`src/rtl/modp_pkg.sv`:
```
// Shared constants and types for the modulo-p reduction scheduler.
// p = 2^255 - 19: every bit set above bit 4, low five bits 01101.
package modp_pkg;

  localparam logic [254:0] P_MODULUS = {{250{1'b1}}, 5'b01101};

  typedef enum logic [1:0] {IDLE, ISSUE, WAIT, RESP} modp_state_t;

  function automatic int gnt_w(input int nreq);
    return (nreq > 1) ? $clog2(nreq) : 1;
  endfunction

endpackage

```
`src/rtl/modp_sched_if.sv`:
```
// Requester handshakes plus the reduction-engine port, bundled for modp_sched.
interface modp_sched_if #(
  parameter int NREQ = 4,
  parameter int N    = 256
);
  logic [NREQ-1:0]   req_valid;
  logic [NREQ-1:0]   req_ready;
  logic [NREQ*N-1:0] req_data;
  logic [NREQ-1:0]   rsp_valid;
  logic [NREQ-1:0]   rsp_ready;
  logic [255:0]      rsp_data;
  logic              eng_start;
  logic [N-1:0]      eng_n;
  logic              eng_done;
  logic [255:0]      eng_rem;

  modport slave (
    input  req_valid, req_data, rsp_ready, eng_done, eng_rem,
    output req_ready, rsp_valid, rsp_data, eng_start, eng_n
  );

  modport master (
    output req_valid, req_data, rsp_ready, eng_done, eng_rem,
    input  req_ready, rsp_valid, rsp_data, eng_start, eng_n
  );
endinterface

```
`src/rtl/modp_sched_rr_arbiter.sv`:
```
// Combinational round-robin arbiter: lowest requesting index at or after
// i_ptr wins, wrapping past NREQ-1 back to 0.
module rr_arbiter
  import modp_pkg::*;
#(
  parameter  int NREQ = 4,
  localparam int GW   = gnt_w(NREQ)
) (
  input  logic [NREQ-1:0] i_req,
  input  logic [GW-1:0]   i_ptr,
  output logic [NREQ-1:0] o_gnt,
  output logic [GW-1:0]   o_idx,
  output logic            o_any
);

  always_comb begin : pick
    logic [GW-1:0] w_j;
    o_gnt = '0;
    o_idx = '0;
    o_any = 1'b0;
    w_j   = '0;
    for (int k = 0; k < NREQ; k++) begin
      w_j = GW'((int'(i_ptr) + k) % NREQ);
      if (!o_any && i_req[w_j]) begin
        o_any      = 1'b1;
        o_gnt[w_j] = 1'b1;
        o_idx      = w_j;
      end
    end
  end

endmodule

```
`src/rtl/modp_sched.sv`:
```
// Shares one mod-p reduction engine among NREQ requesters; operands already
// below p skip the engine and are returned directly.
module modp_sched
  import modp_pkg::*;
#(
  parameter  int NREQ = 4,
  parameter  int N    = 256,
  localparam int GW   = gnt_w(NREQ)
) (
  input  logic         clk,
  input  logic         rst,
  modp_sched_if.slave  bus,
  output logic         o_busy,
  output logic [15:0]  o_eng_uses
);

  localparam logic [N-1:0] P_EXT = {{(N-255){1'b0}}, P_MODULUS};

  modp_state_t     r_state, w_next;
  logic [GW-1:0]   r_rr, r_gnt, w_idx;
  logic [NREQ-1:0] w_gnt_oh;
  logic            w_any;
  logic [N-1:0]    r_op, w_op_in;
  logic [255:0]    r_rsp;
  logic [15:0]     r_eng_uses;
  logic            w_accept, w_bypass, w_rsp_hs;

  rr_arbiter #(.NREQ(NREQ)) u_arb (
    .i_req (bus.req_valid),
    .i_ptr (r_rr),
    .o_gnt (w_gnt_oh),
    .o_idx (w_idx),
    .o_any (w_any)
  );

  always_comb begin
    w_op_in = '0;
    for (int i = 0; i < NREQ; i++) begin
      if (w_idx == GW'(i)) w_op_in = bus.req_data[i*N +: N];
    end
  end

  assign w_bypass = (w_op_in < P_EXT);
  assign w_accept = (r_state == IDLE) && w_any;
  assign w_rsp_hs = (r_state == RESP) && bus.rsp_ready[r_gnt];

  always_ff @(posedge clk or posedge rst) begin
    if (rst) r_state <= IDLE;
    else     r_state <= w_next;
  end

  always_comb begin
    w_next        = r_state;
    bus.req_ready = '0;
    bus.rsp_valid = '0;
    bus.rsp_data  = '0;
    bus.eng_start = 1'b0;
    bus.eng_n     = '0;
    o_busy        = (r_state != IDLE);
    case (r_state)
      IDLE: begin
        bus.req_ready = w_gnt_oh;
        if (w_any) w_next = w_bypass ? RESP : ISSUE;
      end
      ISSUE: begin
        bus.eng_start = 1'b1;
        bus.eng_n     = r_op;
        w_next        = WAIT;
      end
      WAIT: begin
        // operand stays on eng_n until the engine reports done
        bus.eng_n = r_op;
        if (bus.eng_done) w_next = RESP;
      end
      RESP: begin
        bus.rsp_valid = {{(NREQ-1){1'b0}}, 1'b1} << r_gnt;
        bus.rsp_data  = r_rsp;
        if (bus.rsp_ready[r_gnt]) w_next = IDLE;
      end
      default: w_next = IDLE;
    endcase
  end

  always_ff @(posedge clk or posedge rst) begin
    if (rst) begin
      r_rr       <= '0;
      r_gnt      <= '0;
      r_op       <= '0;
      r_rsp      <= '0;
      r_eng_uses <= '0;
    end else begin
      if (w_accept) begin
        r_op  <= w_op_in;
        r_gnt <= w_idx;
        if (w_bypass) r_rsp <= w_op_in[255:0];
      end
      if (r_state == ISSUE && r_eng_uses != 16'hFFFF) r_eng_uses <= r_eng_uses + 16'd1;
      if (r_state == WAIT && bus.eng_done) r_rsp <= bus.eng_rem;
      if (w_rsp_hs) r_rr <= (r_gnt == GW'(NREQ-1)) ? '0 : r_gnt + GW'(1);
    end
  end

  assign o_eng_uses = r_eng_uses;

endmodule

```
`src/flat_wrapper.sv`:
```
// flat-port wrapper written by rule: the top's interface ports become plain ports
module modp_sched_flat import modp_pkg::*;
#(
  parameter  int NREQ = 4,
  parameter  int N    = 256,
  localparam int GW   = gnt_w(NREQ)
)
  (clk, rst, o_busy, o_eng_uses, bus_req_valid, bus_req_data, bus_rsp_ready, bus_eng_done, bus_eng_rem, bus_req_ready, bus_rsp_valid, bus_rsp_data, bus_eng_start, bus_eng_n);
  modp_sched_if #(.NREQ(NREQ), .N(N)) bus_i ();
  input  logic clk;
  input  logic rst;
  output logic o_busy;
  output logic [15:0] o_eng_uses;
  input wire logic [$bits(bus_i.req_valid)-1:0] bus_req_valid;
  input wire logic [$bits(bus_i.req_data)-1:0] bus_req_data;
  input wire logic [$bits(bus_i.rsp_ready)-1:0] bus_rsp_ready;
  input wire logic [$bits(bus_i.eng_done)-1:0] bus_eng_done;
  input wire logic [$bits(bus_i.eng_rem)-1:0] bus_eng_rem;
  output wire logic [$bits(bus_i.req_ready)-1:0] bus_req_ready;
  output wire logic [$bits(bus_i.rsp_valid)-1:0] bus_rsp_valid;
  output wire logic [$bits(bus_i.rsp_data)-1:0] bus_rsp_data;
  output wire logic [$bits(bus_i.eng_start)-1:0] bus_eng_start;
  output wire logic [$bits(bus_i.eng_n)-1:0] bus_eng_n;
  assign bus_i.req_valid = bus_req_valid;
  assign bus_i.req_data = bus_req_data;
  assign bus_i.rsp_ready = bus_rsp_ready;
  assign bus_i.eng_done = bus_eng_done;
  assign bus_i.eng_rem = bus_eng_rem;
  assign bus_req_ready = bus_i.req_ready;
  assign bus_rsp_valid = bus_i.rsp_valid;
  assign bus_rsp_data = bus_i.rsp_data;
  assign bus_eng_start = bus_i.eng_start;
  assign bus_eng_n = bus_i.eng_n;
  modp_sched #(.NREQ(NREQ), .N(N)) u_core (.clk(clk), .rst(rst), .bus(bus_i), .o_busy(o_busy), .o_eng_uses(o_eng_uses));
endmodule
```
`config.mk`:
```
export PLATFORM = sky130hd
export DESIGN_NAME = modp_sched_flat
export DESIGN_NICKNAME = d
export VERILOG_FILES = /design/src/rtl/modp_pkg.sv /design/src/rtl/modp_sched_if.sv /design/src/rtl/modp_sched_rr_arbiter.sv /design/src/rtl/modp_sched.sv /design/src/flat_wrapper.sv
export SDC_FILE = /design/constraint.sdc
export NUM_CORES = 2
export LEC_CHECK = 0
export CORE_AREA = 5 5 708 710
export CTS_BUF_LIST = sky130_fd_sc_hd__clkbuf_4 sky130_fd_sc_hd__clkbuf_8
export DETAILED_ROUTE_END_ITERATION = 7
export DIE_AREA = 0 0 713 715
export DONT_BUFFER_PORTS = 1
export HOLD_SLACK_MARGIN = 0.08
export PLACE_DENSITY = 0.3
export RECOVER_POWER = 50
export SLEW_MARGIN = 20
export SYNTH_ARGS = -nofsm -noshare
export SYNTH_HDL_FRONTEND = slang
export SYNTH_SLANG_ARGS = --single-unit
```
`constraint.sdc`:
```
create_clock -name clk -period 32.6 [get_ports clk]
set_input_delay 4.89 -clock clk [delete_from_list [all_inputs] [get_ports clk]]
set_output_delay 4.89 -clock clk [all_outputs]
set_load 0.1 [all_outputs]
```
==> flow_metrics.env <==
export IMPL_synth_cell_area_mm2=0.03756
export IMPL_hold_path_class="flop to flop"
export IMPL_grt_pass1_wl_um=660200
export IMPL_design_die_area_mm2=0.5098
export IMPL_postCtsSetupBuffers=0
export IMPL_cts_root_buf="clkbuf_8"
export IMPL_slowest_stage="nand2_1"
export IMPL_drc=0
export IMPL_skew_ps=100.4
export IMPL_whs_path_depth=2
export IMPL_num_vias=45420
export IMPL_clk_latency_ps=980
export IMPL_relSlewSlack=-3.936
export IMPL_hp_start="u_core.r_op[24]"
export IMPL_synth_seq_area_share=0.3558
export IMPL_numCtsBuffers=143
export IMPL_final_cell_mix="nand2_1 (1189), o21ai_0 (626), dfrtp_1 (533)"
export IMPL_synthCells=5224
export IMPL_grt_pass1_vias=42480
export IMPL_critPathMaxStageDelay_ps=2870
export IMPL_clk_pin_slew_ps=50
export IMPL_drv_cap=81
export IMPL_hpwlAfterDp_um=489600
export IMPL_fin_crit_sh=0.5630
export IMPL_syn_nets=6532
export IMPL_core_area_mm2=0.4952
export IMPL_setup_violations=0
export IMPL_rsz0062_at_grt="no"
export IMPL_crit_top_cell="clkbuf_1"
export IMPL_synth_avg_cell_area_um2=7.189
export IMPL_drive_above_1_share=0.1242
export IMPL_viasPerCell=3.757
export IMPL_yosys_warnings=0
export IMPL_hold_viol_final=0
export IMPL_fmax_mhz=54.48
export IMPL_reg2reg_depth=17
export IMPL_ys_ff_latch=534
export IMPL_synth_edf_count=0
export IMPL_hold_buffers=0
export IMPL_period_needed_ps=18350
export IMPL_startpoint="bus_req_valid[3]"
export IMPL_cts_resized=0
export IMPL_die_x_um=713
export IMPL_ys_flop_type="dfrtp_1"
export IMPL_wl_per_cell_um=46.45
export IMPL_io_pin_count=1829
export IMPL_overflow=0
export IMPL_synth_area_leaders="dfrtp_1 (36%), nand2_1 (12%), o21ai_0 (8.7%)"
export IMPL_routabilityCongestion=0.9868
export IMPL_firstDrtPassIters=6
export IMPL_rr_startpoint="u_core.r_rr[1]"
export IMPL_setup_worst_path_end_class="flop"
export IMPL_cts_tree="yes"
export IMPL_whs_ps=466.9
export IMPL_port_buffers=0
export IMPL_detail_route_antenna_nets=0
export IMPL_violations="capacitance limit, slew limit"
export IMPL_area_delta_synth_final_pct=34.41
export IMPL_final_common_cell="nand2_1"
export IMPL_cts_buffer_depth=4
export IMPL_worstPathCellList="mux4_2 -> clkbuf_1 -> nand2b_1 -> nand2b_1 -> nand2_1 -> clkbuf_1 -> clkbuf_1 -> buf_4 -> nand3_1 -> a31oi_1 -> and4_1 -> nand3_1 -> or4_1 -> o21ai_4 -> buf_4 -> buf_12 -> a21oi_1"
export IMPL_grt_use_total=0.2098
export IMPL_drtIter0Drc=5144
export IMPL_synth_top_area_share=0.3558
export IMPL_worstPathRequired_ps=33350
export IMPL_cp_start_kind="input pin"
export IMPL_slew_violations=1672
export IMPL_synthArstFlopShare=1.000
export IMPL_ys_types=79
export IMPL_cp_max_fo=116
export IMPL_dieHeight_um=715
export IMPL_h_tree_depth=4
export IMPL_tightest_slew_ps=7404
export IMPL_arrival_ps=19100
export IMPL_row_count=259
export IMPL_critPathTopFamily="simple AND/OR/NAND/NOR gates"
export IMPL_final_nets=6513
export IMPL_floorplan_initialDensity=0.07585
export IMPL_synth_top_cell_by_area="dfrtp_1"
export IMPL_grt_max_degree=125
export IMPL_run_status="finished with violations"
export IMPL_wirelength_um=561500
export IMPL_cts_sinks=534
export IMPL_fin_setup_tns_ps=0
export IMPL_antenna_found_initial=527
export IMPL_critPathBufInv=6
export IMPL_worstSetupPathType="input pin to flop"
export IMPL_path_depth=17
[path summary, 6_finish.rpt]
| check | endpoint | slack, ps |
|---|---|---|
| worst max-delay path | u_core.r_rsp[79] | 14250 |
| worst min-delay path | u_core.r_op[24] | 470 |
| worst max register to register | u_core.r_rsp[79] | 17310 |
| worst min register to register | u_core.r_op[24] | 470 |
| max in group asynchronous | u_core.r_rr[0] | 15720 |
| min in group asynchronous | u_core.r_rsp[54] | 4790 |
[Yosys cell counts, drive strengths merged (63+ instances only)]
cell and n:
nand2 1192, o21ai 659, dfrtp 534, and2 518, clkbuf 374, nand3 368, a21oi 309, nor2 291
nand4 126, buf 115, and3 82, a21boi 63
[final cells by class]
class	count	area (um^2)
multi-input cells	4189	22900
clock buffers	216	2704
fillers	58140	444700
repair buffers	325	2336
diodes	259	648.1
well taps	6525	8164
inverters	12	47.55
clock inverters	29	307.8
flip-flops and latches	534	13370
[sequential cells by signal, summed over array words and instances, names as in the netlist]
name               count
u_core.r_op          256
u_core.r_rsp         256
u_core.o_eng_uses     16
u_core.r_gnt           2
u_core.r_rr            2
u_core.r_state         2
[per-stage QoR]
stage,utilization,cells,area (um^2),setup slack (ps)
after floorplan,-,5224,37560,12790
after global placement,0.09505,11580,47060,18960
after detailed placement,0.09536,11590,47220,19000
after CTS,0.1014,11830,50230,20100
after global routing,0.1009,11880,49950,13580
final,0.1019,12090,50480,14250
[cells by family (layout without fill, tap and decap cells)]
| family | after synthesis | after routing | share of synthesized area |
|---|---|---|---|
| flip-flops | 534 | 534 | 0.3558 |
| buffers and inverters | 501 | 582 | 0.05504 |
| adder cells (fa/ha/maj) | 17 | 17 | 0.005664 |
| other | 0 | 259 | 0 |
| AND/OR/NAND/NOR | 2723 | 2723 | 0.3446 |
| multiplexers | 71 | 71 | 0.02046 |
| AO/OA/AOI/OAI | 1363 | 1363 | 0.2149 |
| XOR/XNOR | 15 | 15 | 0.003498 |
[routing by layer]
layer  GRT usage  vias up  part of all wire
li1            -    18530                 -
met3      0.1244      935              0.14
met2      0.3127     3043              0.42
met1      0.2592    22640              0.42
met4     0.04209      278             0.025
met5           0        -            0.0034
[worst min-delay path: cells and delay by family, from the launching register on]
family	cells	cell delay, ps
flops	1	330
compound gates	1	60
simple gates	1	40
Power is not shown: default switching activity piles up to over one toggle a cycle in this logic, so the estimate is an artifact.
